===== config.mk =====
export PLATFORM = sky130hd
export DESIGN_NAME = control_unit_flat
export DESIGN_NICKNAME = d
export VERILOG_FILES = /design/src/rtl/cpu_pkg.sv /design/src/rtl/control_unit_if.sv /design/src/rtl/control_unit_op_decode.sv /design/src/rtl/control_unit.sv /design/src/flat_wrapper.sv
export SDC_FILE = /design/constraint.sdc
export NUM_CORES = 1
export LEC_CHECK = 0
export CORE_UTILIZATION = 25
export DETAILED_ROUTE_END_ITERATION = 10
export PLACE_DENSITY = 0.65
export SYNTH_ARGS = -nofsm -noshare
export SYNTH_HDL_FRONTEND = slang
export SYNTH_SLANG_ARGS = --single-unit

===== constraint.sdc =====
create_clock -name Clock -period 3.15 [get_ports Clock]
set_clock_uncertainty 0.1 [all_clocks]
set_input_delay 0.315 -clock Clock [delete_from_list [all_inputs] [get_ports Clock]]
set_output_delay 0.315 -clock Clock [all_outputs]
set_load 0.005 [all_outputs]

===== src/rtl/cpu_pkg.sv =====
// Shared CPU definitions: control-unit states, opcode map, ALU codes and
// the packed control word driven towards the datapath.
package cpu_pkg;

  typedef enum logic [3:0] {
    ST_T0, ST_T1, ST_T2, ST_T3, ST_T4, ST_T5, ST_T6, ST_HALT
  } state_t;

  typedef enum logic [2:0] {
    CLS_TWO, CLS_MULDIV, CLS_UNARY, CLS_NOP, CLS_HALT
  } op_class_t;

  localparam logic [4:0] OP_ADD  = 5'b00011;
  localparam logic [4:0] OP_SUB  = 5'b00100;
  localparam logic [4:0] OP_AND  = 5'b00101;
  localparam logic [4:0] OP_OR   = 5'b00110;
  localparam logic [4:0] OP_SHR  = 5'b00111;
  localparam logic [4:0] OP_SHL  = 5'b01000;
  localparam logic [4:0] OP_ROR  = 5'b01001;
  localparam logic [4:0] OP_ROL  = 5'b01010;
  localparam logic [4:0] OP_MUL  = 5'b01111;
  localparam logic [4:0] OP_DIV  = 5'b10000;
  localparam logic [4:0] OP_NEG  = 5'b10001;
  localparam logic [4:0] OP_NOT  = 5'b10010;
  localparam logic [4:0] OP_NOP  = 5'b11010;
  localparam logic [4:0] OP_HALT = 5'b11011;

  localparam logic [4:0] ALU_NONE = 5'b00000;
  localparam logic [4:0] ALU_AND  = 5'b00001;
  localparam logic [4:0] ALU_OR   = 5'b00010;
  localparam logic [4:0] ALU_ADD  = 5'b00011;
  localparam logic [4:0] ALU_SUB  = 5'b00100;
  localparam logic [4:0] ALU_SHR  = 5'b00101;
  localparam logic [4:0] ALU_SHL  = 5'b00110;
  localparam logic [4:0] ALU_ROR  = 5'b00111;
  localparam logic [4:0] ALU_ROL  = 5'b01000;
  localparam logic [4:0] ALU_MUL  = 5'b01001;
  localparam logic [4:0] ALU_DIV  = 5'b01010;
  localparam logic [4:0] ALU_NEG  = 5'b01011;
  localparam logic [4:0] ALU_NOT  = 5'b01100;

  typedef struct packed {
    logic       pc_out;
    logic       zlo_out;
    logic       zhi_out;
    logic       mdr_out;
    logic       r_out;
    logic       pc_in;
    logic       mar_in;
    logic       mdr_in;
    logic       ir_in;
    logic       y_in;
    logic       z_in;
    logic       hi_in;
    logic       lo_in;
    logic       r_in;
    logic       inc_pc;
    logic       read;
    logic       gra;
    logic       grb;
    logic       grc;
    logic [4:0] alu;
    logic       run;
  } ctrl_t;

endpackage


===== src/rtl/control_unit_if.sv =====
// Control-unit <-> datapath bundle. The control unit is the master: it
// drives every enable and receives IR and the Stop request.
interface control_unit_if;
  logic        Stop;
  logic [31:0] IR;
  logic        PCout, ZLOout, ZHIout, MDRout, Rout;
  logic        PCin, MARin, MDRin, IRin, Yin, Zin, HIin, LOin, Rin;
  logic        IncrementPC, Read;
  logic        Gra, Grb, Grc;
  logic [4:0]  ALUControl;
  logic        Run;

  modport master (
    input  Stop, IR,
    output PCout, ZLOout, ZHIout, MDRout, Rout,
           PCin, MARin, MDRin, IRin, Yin, Zin, HIin, LOin, Rin,
           IncrementPC, Read, Gra, Grb, Grc, ALUControl, Run
  );

  modport slave (
    output Stop, IR,
    input  PCout, ZLOout, ZHIout, MDRout, Rout,
           PCin, MARin, MDRin, IRin, Yin, Zin, HIin, LOin, Rin,
           IncrementPC, Read, Gra, Grb, Grc, ALUControl, Run
  );
endinterface


===== src/rtl/control_unit_op_decode.sv =====
// Combinational opcode decode: instruction class plus the ALU operation
// the execute states should request.
module op_decode
  import cpu_pkg::*;
(
  input  logic [4:0] opcode,
  output op_class_t  op_class,
  output logic [4:0] alu_code
);

  always_comb begin
    op_class = CLS_NOP;
    alu_code = ALU_NONE;
    case (opcode)
      OP_ADD:  begin op_class = CLS_TWO;    alu_code = ALU_ADD; end
      OP_SUB:  begin op_class = CLS_TWO;    alu_code = ALU_SUB; end
      OP_AND:  begin op_class = CLS_TWO;    alu_code = ALU_AND; end
      OP_OR:   begin op_class = CLS_TWO;    alu_code = ALU_OR;  end
      OP_SHR:  begin op_class = CLS_TWO;    alu_code = ALU_SHR; end
      OP_SHL:  begin op_class = CLS_TWO;    alu_code = ALU_SHL; end
      OP_ROR:  begin op_class = CLS_TWO;    alu_code = ALU_ROR; end
      OP_ROL:  begin op_class = CLS_TWO;    alu_code = ALU_ROL; end
      OP_MUL:  begin op_class = CLS_MULDIV; alu_code = ALU_MUL; end
      OP_DIV:  begin op_class = CLS_MULDIV; alu_code = ALU_DIV; end
      OP_NEG:  begin op_class = CLS_UNARY;  alu_code = ALU_NEG; end
      OP_NOT:  begin op_class = CLS_UNARY;  alu_code = ALU_NOT; end
      OP_HALT: op_class = CLS_HALT;
      // nop and every unlisted opcode fall through as a no-op
      default: ;
    endcase
  end

endmodule


===== src/rtl/control_unit.sv =====
// Moore control FSM: fetch (T0-T2) then class-dependent execute (T3-T6).
// Outputs decode from the present state and IR, which is valid from T3.
module control_unit
  import cpu_pkg::*;
#(
  parameter int IR_W = 32
) (
  input  logic          Clock,
  input  logic          Reset,
  control_unit_if.master bus
);

  state_t     state_q, state_d;
  op_class_t  op_class;
  logic [4:0] alu_code;
  ctrl_t      ctrl;
  logic [IR_W-1:0] ir;
  logic       unused_ir_fields;

  assign ir = bus.IR;
  // register fields are consumed downstream through Gra/Grb/Grc
  assign unused_ir_fields = ^ir[IR_W-6:0];

  op_decode u_dec (
    .opcode   (ir[IR_W-1:IR_W-5]),
    .op_class (op_class),
    .alu_code (alu_code)
  );

  always_comb begin
    state_d = state_q;
    case (state_q)
      ST_T0:   state_d = bus.Stop ? ST_HALT : ST_T1;
      ST_T1:   state_d = ST_T2;
      ST_T2:   state_d = ST_T3;
      ST_T3:
        case (op_class)
          CLS_TWO, CLS_MULDIV, CLS_UNARY: state_d = ST_T4;
          CLS_HALT:                       state_d = ST_HALT;
          default:                        state_d = ST_T0;
        endcase
      ST_T4:   state_d = (op_class == CLS_UNARY) ? ST_T0 : ST_T5;
      ST_T5:   state_d = (op_class == CLS_MULDIV) ? ST_T6 : ST_T0;
      ST_T6:   state_d = ST_T0;
      ST_HALT: state_d = ST_HALT;
      default: state_d = ST_T0;
    endcase
  end

  always_ff @(posedge Clock) begin
    if (Reset) state_q <= ST_T0;
    else       state_q <= state_d;
  end

  always_comb begin
    ctrl     = '0;
    ctrl.run = (state_q != ST_HALT);
    case (state_q)
      ST_T0: begin
        ctrl.pc_out = 1'b1; ctrl.mar_in = 1'b1;
        ctrl.inc_pc = 1'b1; ctrl.z_in   = 1'b1;
      end
      ST_T1: begin
        ctrl.zlo_out = 1'b1; ctrl.pc_in  = 1'b1;
        ctrl.read    = 1'b1; ctrl.mdr_in = 1'b1;
      end
      ST_T2: begin
        ctrl.mdr_out = 1'b1; ctrl.ir_in = 1'b1;
      end
      ST_T3:
        case (op_class)
          CLS_TWO, CLS_MULDIV: begin
            ctrl.grb = 1'b1; ctrl.r_out = 1'b1; ctrl.y_in = 1'b1;
          end
          CLS_UNARY: begin
            ctrl.grb = 1'b1; ctrl.r_out = 1'b1; ctrl.z_in = 1'b1;
            ctrl.alu = alu_code;
          end
          default: ;
        endcase
      ST_T4:
        case (op_class)
          CLS_TWO, CLS_MULDIV: begin
            ctrl.grc = 1'b1; ctrl.r_out = 1'b1; ctrl.z_in = 1'b1;
            ctrl.alu = alu_code;
          end
          CLS_UNARY: begin
            ctrl.zlo_out = 1'b1; ctrl.gra = 1'b1; ctrl.r_in = 1'b1;
          end
          default: ;
        endcase
      ST_T5:
        case (op_class)
          CLS_TWO: begin
            ctrl.zlo_out = 1'b1; ctrl.gra = 1'b1; ctrl.r_in = 1'b1;
          end
          CLS_MULDIV: begin
            ctrl.zlo_out = 1'b1; ctrl.lo_in = 1'b1;
          end
          default: ;
        endcase
      ST_T6:
        if (op_class == CLS_MULDIV) begin
          ctrl.zhi_out = 1'b1; ctrl.hi_in = 1'b1;
        end
      default: ;
    endcase
  end

  assign bus.PCout       = ctrl.pc_out;
  assign bus.ZLOout      = ctrl.zlo_out;
  assign bus.ZHIout      = ctrl.zhi_out;
  assign bus.MDRout      = ctrl.mdr_out;
  assign bus.Rout        = ctrl.r_out;
  assign bus.PCin        = ctrl.pc_in;
  assign bus.MARin       = ctrl.mar_in;
  assign bus.MDRin       = ctrl.mdr_in;
  assign bus.IRin        = ctrl.ir_in;
  assign bus.Yin         = ctrl.y_in;
  assign bus.Zin         = ctrl.z_in;
  assign bus.HIin        = ctrl.hi_in;
  assign bus.LOin        = ctrl.lo_in;
  assign bus.Rin         = ctrl.r_in;
  assign bus.IncrementPC = ctrl.inc_pc;
  assign bus.Read        = ctrl.read;
  assign bus.Gra         = ctrl.gra;
  assign bus.Grb         = ctrl.grb;
  assign bus.Grc         = ctrl.grc;
  assign bus.ALUControl  = ctrl.alu;
  assign bus.Run         = ctrl.run;

endmodule

===== src/flat_wrapper.sv =====
// flat-port wrapper written by rule: the top's interface ports become plain ports
module control_unit_flat import cpu_pkg::*;
#(
  parameter int IR_W = 32
)
  (Clock, Reset, bus_Stop, bus_IR, bus_PCout, bus_ZLOout, bus_ZHIout, bus_MDRout, bus_Rout, bus_PCin, bus_MARin, bus_MDRin, bus_IRin, bus_Yin, bus_Zin, bus_HIin, bus_LOin, bus_Rin, bus_IncrementPC, bus_Read, bus_Gra, bus_Grb, bus_Grc, bus_ALUControl, bus_Run);
  control_unit_if bus_i ();
  input  logic Clock;
  input  logic Reset;
  input wire logic [$bits(bus_i.Stop)-1:0] bus_Stop;
  input wire logic [$bits(bus_i.IR)-1:0] bus_IR;
  output wire logic [$bits(bus_i.PCout)-1:0] bus_PCout;
  output wire logic [$bits(bus_i.ZLOout)-1:0] bus_ZLOout;
  output wire logic [$bits(bus_i.ZHIout)-1:0] bus_ZHIout;
  output wire logic [$bits(bus_i.MDRout)-1:0] bus_MDRout;
  output wire logic [$bits(bus_i.Rout)-1:0] bus_Rout;
  output wire logic [$bits(bus_i.PCin)-1:0] bus_PCin;
  output wire logic [$bits(bus_i.MARin)-1:0] bus_MARin;
  output wire logic [$bits(bus_i.MDRin)-1:0] bus_MDRin;
  output wire logic [$bits(bus_i.IRin)-1:0] bus_IRin;
  output wire logic [$bits(bus_i.Yin)-1:0] bus_Yin;
  output wire logic [$bits(bus_i.Zin)-1:0] bus_Zin;
  output wire logic [$bits(bus_i.HIin)-1:0] bus_HIin;
  output wire logic [$bits(bus_i.LOin)-1:0] bus_LOin;
  output wire logic [$bits(bus_i.Rin)-1:0] bus_Rin;
  output wire logic [$bits(bus_i.IncrementPC)-1:0] bus_IncrementPC;
  output wire logic [$bits(bus_i.Read)-1:0] bus_Read;
  output wire logic [$bits(bus_i.Gra)-1:0] bus_Gra;
  output wire logic [$bits(bus_i.Grb)-1:0] bus_Grb;
  output wire logic [$bits(bus_i.Grc)-1:0] bus_Grc;
  output wire logic [$bits(bus_i.ALUControl)-1:0] bus_ALUControl;
  output wire logic [$bits(bus_i.Run)-1:0] bus_Run;
  assign bus_i.Stop = bus_Stop;
  assign bus_i.IR = bus_IR;
  assign bus_PCout = bus_i.PCout;
  assign bus_ZLOout = bus_i.ZLOout;
  assign bus_ZHIout = bus_i.ZHIout;
  assign bus_MDRout = bus_i.MDRout;
  assign bus_Rout = bus_i.Rout;
  assign bus_PCin = bus_i.PCin;
  assign bus_MARin = bus_i.MARin;
  assign bus_MDRin = bus_i.MDRin;
  assign bus_IRin = bus_i.IRin;
  assign bus_Yin = bus_i.Yin;
  assign bus_Zin = bus_i.Zin;
  assign bus_HIin = bus_i.HIin;
  assign bus_LOin = bus_i.LOin;
  assign bus_Rin = bus_i.Rin;
  assign bus_IncrementPC = bus_i.IncrementPC;
  assign bus_Read = bus_i.Read;
  assign bus_Gra = bus_i.Gra;
  assign bus_Grb = bus_i.Grb;
  assign bus_Grc = bus_i.Grc;
  assign bus_ALUControl = bus_i.ALUControl;
  assign bus_Run = bus_i.Run;
  control_unit #(.IR_W(IR_W)) u_core (.Clock(Clock), .Reset(Reset), .bus(bus_i));
endmodule

==> metrics.csv <==
stage,metric,value,unit
global_routing,Total GRT Usage,13.50,%
synthesis,Mapped Avg Cell Area,6.744,sq um
placement,Final HPWL DP,1.456,mm
sta,worst hold slack,0.5067,ns
finish,final core occ,40.67,%
cts,Clock Latency Late Sink,0.23,ns
synthesis,Synth area leader,dfxtp_1,
finish,"Most flops, register",u_core.state_q,
critical_path,"Arr. time, crit path",2.53,ns
global_routing,first-pass GRT wire length,2.953,mm
drt,DR pass1 iterations,4,
drt,via count,810,
hold_path,Hold Crit Class,reg2reg,
finish,nets@finish,165,
global_routing,vias in the first global route,712,
power,Psw,0.1346,mW
power,power per cell area,350.2,nW/um^2
cts,Clock H-tree levels,1,
finish,"Area growth, synth to finish",52.13,%
synthesis,Syn Nets,135,
drt,# DRC,0,
floorplanning,die extent in y,53.94,um
placement,routability cong.,0.8482,
status,status,"finished, final reports clean",
power,peak supply drop,0.2209,mV
cts,clk sinks,3,
synthesis,Yosys warning total,0,
synthesis,"FFs w/ async S/R, synth",0,%
power,Clock power frac,19.2,%
synthesis,"FF+latch count, synth",3,
drt,routed length per instance,11.81,um
synthesis,area of the mapped netlist,674.4,sq um
power,switching share of total power,37.46,%
critical_path,Critical-path top delay cell,clkdlybuf4s50_1,
drt,vias per cell,5.094,
synthesis,ys flop type,dfxtp_1,
synthesis,Cell variety after synth,45,
sta,Setup TNS,0,ns
cts,root buffer cell,clkbuf_4,
drt,ANT nets after route,0,
sta,setup ws final,0.2011,ns
drt,final WL,1.877,mm
finish,fraction of layout cells with a size suffix above 1,17.05,%
critical_path,WP data required,2.73,ns
critical_path,most numerous cell on the critical path,clkdlybuf4s50_1,
floorplanning,row count,18,
finish,largest registers,u_core.state_q (3),
synthesis,Synth area leaders,"dfxtp_1 8.9%, buf_4 8.9%, nor2_1 5.6%, a21oi_1 5.2%, buf_2 4.5%",
cts,clock-pin slew on the worst setup and hold paths,0.04,ns
placement,port buffer count,31,
floorplanning,die area,2910,sq um
floorplanning,Die Wd,53.94,um
sta,fmax,0.3391,GHz
cts,cts bufs inserted,3,
synthesis,Post-synth EDFFs,0,
critical_path,critical path type,in2out,
floorplanning,Initial Util,26.74,%
sta,unrepaired setup endpoints after global routing,no,
cts,Clock Tree Buf Depth,2,
finish,fillers,278,
critical_path,"slowest stage delay, CP",0.62,ns
critical_path,Startpoint Class,primary input,
global_routing,pin count of the biggest net entering global routing,15,
synthesis,register area share after synthesis,8.905,%
sta,Final min period,2.949,ns
floorplanning,core area,2522,sq um
finish,max FFs per register,3,
finish,Antenna Cells,0,
power,sequential share of power,18.2,%
sta,Final setup viols,0,
global_routing,GRT Residual Overflow,0,
sta,Fin. Hold Viols,0,
power,"Power, Total",0.3593,mW
synthesis,post-synthesis instance total,100,
critical_path,"Cell Chain, Critical Path",clkdlybuf4s50_1 > buf_4 > or3b_2 > nand2b_1 > o21ai_0 > a21boi_1 > clkdlybuf4s50_1,
power,Pint,0.2247,mW
sta,Slew Limit Fails,0,
floorplanning,Top Ports,60,
job,Max-Cap Viols,0,
synthesis,Yosys top cell area share,8.905,%
sta,final period utilization,93.62,%
cts,CTS tree,built,
placement,Place WS,0.1747,ns
drt,detailed router's first-iteration violation count,33,
critical_path,Setup crit end kind,output pin,
power,combinational power share,62.6,%
global_routing,initial antenna violation count,0,
power,Static Leak,0.3820,nW
critical_path,CP Max Fanout,9,
[final timing paths]
path | startpoint | end | slack [ns] | depth (start not counted)
max | bus_IR[30] | bus_ALUControl[2] | 0.20 | 7
min | u_core.state_q[1] | u_core.state_q[1] | 0.51 | 2
max reg2reg | u_core.state_q[0] | u_core.state_q[2] | 1.66 | 4
min reg2reg | u_core.state_q[1] | u_core.state_q[1] | 0.51 | 2
[routing by layer]
layer  up-vias  GRT usage, %  wire length [um]
met2        28         22.63               958
met1       367         17.61               838
met4         0         5.702                 0
met3         0        0.8475                79
li1        415             -                 -
met5         -             0                 0
[metrics by stage]
stage                     cells  cell area [sq um]
final                       159               1026
after detailed placement    155              996.0
after CTS                   159               1022
after global placement      155              996.0
after floorplan             100              674.4
after global routing        159               1026
[cells by family after synthesis]
family	Yosys count	synth area share, %
and+or+nand+nor	42	36.18
xor gates and xnor gates	2	2.598
buffers and inverters	22	18.92
other	1	0.5561
AOI/OAI and AO/OA	30	32.84
DFF	3	8.906
[placed cells by master (no fill, tap or decap), drive strengths merged, types with 3 or more instances in the layout]
cell	synthesis	layout
dfxtp	3	3
o21bai	3	3
nor3	4	4
clkbuf	2	4
buf	15	11
nand2b	4	4
a21oi	7	7
nor2	10	10
inv	5	5
clkdlybuf4s50	0	31
a31oi	3	3
o21ai	4	4
nand2	7	7
[layout make-up]
| class | instances | area (sq um) | share of cell area (%) |
|---|---|---|---|
| inverter | 5 | 18.77 | 1.829 |
| multi-input combinational | 75 | 490.5 | 47.81 |
| clock buffer | 4 | 26.28 | 2.561 |
| tap | 30 | 37.54 | 3.659 |
| timing repair buffer | 42 | 392.9 | 38.29 |
| sequential | 3 | 60.06 | 5.854 |
[repair_timing]
action,CTS,global route
hold buffers,0,0
buffers inserted,0,0
resized for setup,0,1
endpoints found under the setup margin,0,2
[power groups by stage]
stage               clock network, mW  registers [mW]  logic (mW)
finish                         0.0689          0.0653       0.225
CTS                            0.0696          0.0650       0.226
detailed placement                  0          0.0650       0.225
floorplan                           0          0.0534       0.142
global route                   0.0746          0.0686       0.248
global placement                    0          0.0654       0.219
[worst max-delay path, delay by kind of cell]
kind,cells,cell delay [ns]
AND/OR/NAND/NOR,2,0.63
buffers and inverters,3,1.33
AO/OA/AOI/OAI,2,0.26
[synth_stat cells, types with 3 or more instances]
cell type  instances
a21oi_1            7
a31oi_1            3
buf_2              6
buf_4              8
dfxtp_1            3
inv_1              4
nand2_1            6
nand2b_1           4
nor2_1            10
nor3_1             4
o21ai_0            3
o21bai_1           3
(Power assumes the default switching activity.)
==> RTL edit: new RTL, same settings <==
Re-encode `state_t` (8 states) as one-hot, 8 bits wide.
--- a/src/rtl/cpu_pkg.sv
+++ b/src/rtl/cpu_pkg.sv
@@ -2,8 +2,8 @@
 // the packed control word driven towards the datapath.
 package cpu_pkg;
 
-  typedef enum logic [3:0] {
-    ST_T0, ST_T1, ST_T2, ST_T3, ST_T4, ST_T5, ST_T6, ST_HALT
+  typedef enum logic [7:0] {
+    ST_T0 = 8'b00000001, ST_T1 = 8'b00000010, ST_T2 = 8'b00000100, ST_T3 = 8'b00001000, ST_T4 = 8'b00010000, ST_T5 = 8'b00100000, ST_T6 = 8'b01000000, ST_HALT = 8'b10000000
   } state_t;
 
   typedef enum logic [2:0] {
Function: same outputs for any inputs over 10 cycles, from zero or initial values and one cycle with Reset high; not proved beyond that.
==> RTL edit against the unedited design <==
  * Sequential cell count is 5 higher
  * Clock power is 84% higher
  * Largest cell class unchanged
  * Via count rose by 26%
  * Total power is 34% higher
  * Setup slack lost 0.049 ns
  * Register-to-register slack worse by 0.46 ns
  * Cell count grew 23%
  * Final area grew 26%
  * Critical path type unchanged
  * Routed wire length up 34%
  * Area after synthesis increased by 40%
  * Utilization is 3.3 points lower
  * First-iteration DRC count shrank 30%
==> RTL edit: results (changes against the unedited design) <==
| Metric | Value |
|---|---|
| Sequential Area | `160 sq um (was 60.1 sq um)` |
| Pleak | `0.514 nW (was 0.382 nW)` |
| Critical R2R Launch | `u_core.state_q[0] (unchanged)` |
| Tap cells | `46 (was 30)` |
| Vias per cell | `5.21 (was 5.09)` |
| Clkbuf count | `3 (was 4)` |
| Share of layout cells above drive strength 1 | `0.107 (was 0.171)` |
| Vias in the first global route | `907 (was 712)` |
| Clk cell area share | `0.0319 (was 0.0256)` |
| DP Wirelength | `1950 um (was 1460 um)` |
| Filler Cells Inserted | `394 (was 278)` |
| Non-clock inverter count | `7 (was 5)` |
| Area occupied by multi-input gates | `654 sq um (was 490 sq um)` |
| Peak VDD IR | `135 uV (was 221 uV)` |
| Critical Path Fanout Max | `7 (was 9)` |
| Final WL | `2520 um (was 1880 um)` |
| Bufs w/o clock | `37 (was 42)` |
| Achievable frequency | `0.334 GHz (was 0.339 GHz)` |
| Outcome | `complete, no violations (unchanged)` |
| Sequential cell power | `0.000122 W (was 0.0000653 W)` |
| Register area share after synthesis | `0.169 (was 0.0891)` |
| Dpl cell area | `1250 sq um (was 996 sq um)` |
| Post-route cell area | `1290 sq um (was 1030 sq um)` |
| Total GRT Usage | `0.123 (was 0.135)` |
| Largest net degree at the start of global routing | `16 (was 15)` |
| Setup WS pre-CTS | `0.160 ns (was 0.175 ns)` |
| DR vias | `1022 (was 810)` |
| Sequential cell count | `8 (was 3)` |
| Top flop regs | `u_core.state_q (8) (was u_core.state_q (3))` |
| DRT iter0 DRCs | `23 (was 33)` |
| Cell variety after synth | `52 (was 45)` |
| Clk root buf | `clkbuf_8 (was clkbuf_4)` |
| First-pass GRT wire length | `4060 um (was 2950 um)` |
[RTL edit: changes by cell type after synthesis, sizes merged, moves of 4 or more]
| cell | unedited run | this run |
|---|---|---|
| and3 | 1 | 6 |
| dfxtp | 3 | 8 |
| nand4b | 0 | 5 |
| nor2b | 1 | 5 |
[RTL edit: logic make-up after synthesis]
logic type	after synthesis	share of synthesized area
AO/OA/AOI/OAI	31	0.247
AND/OR/NAND/NOR	59	0.403
XOR/XNOR	4	0.0370
buffers and inverters	24	0.139
other	1	0.00396
flip-flops	8	0.169
[RTL edit: per-layer routing]
layer,vias to the layer above,GRT usage,part of all wire
met4,0,0.0426,0.0060
li1,513,-,-
met2,32,0.217,0.48
met1,475,0.151,0.47
met5,-,0,0
met3,2,0.0163,0.043
[RTL edit: worst max-delay path: stages]
cell and delay (ns):
clkdlybuf4s50_1 0.50, or4b_4 0.60, nor2_1 0.13, o211ai_1 0.26
a22oi_1 0.25, clkdlybuf4s50_1 0.52
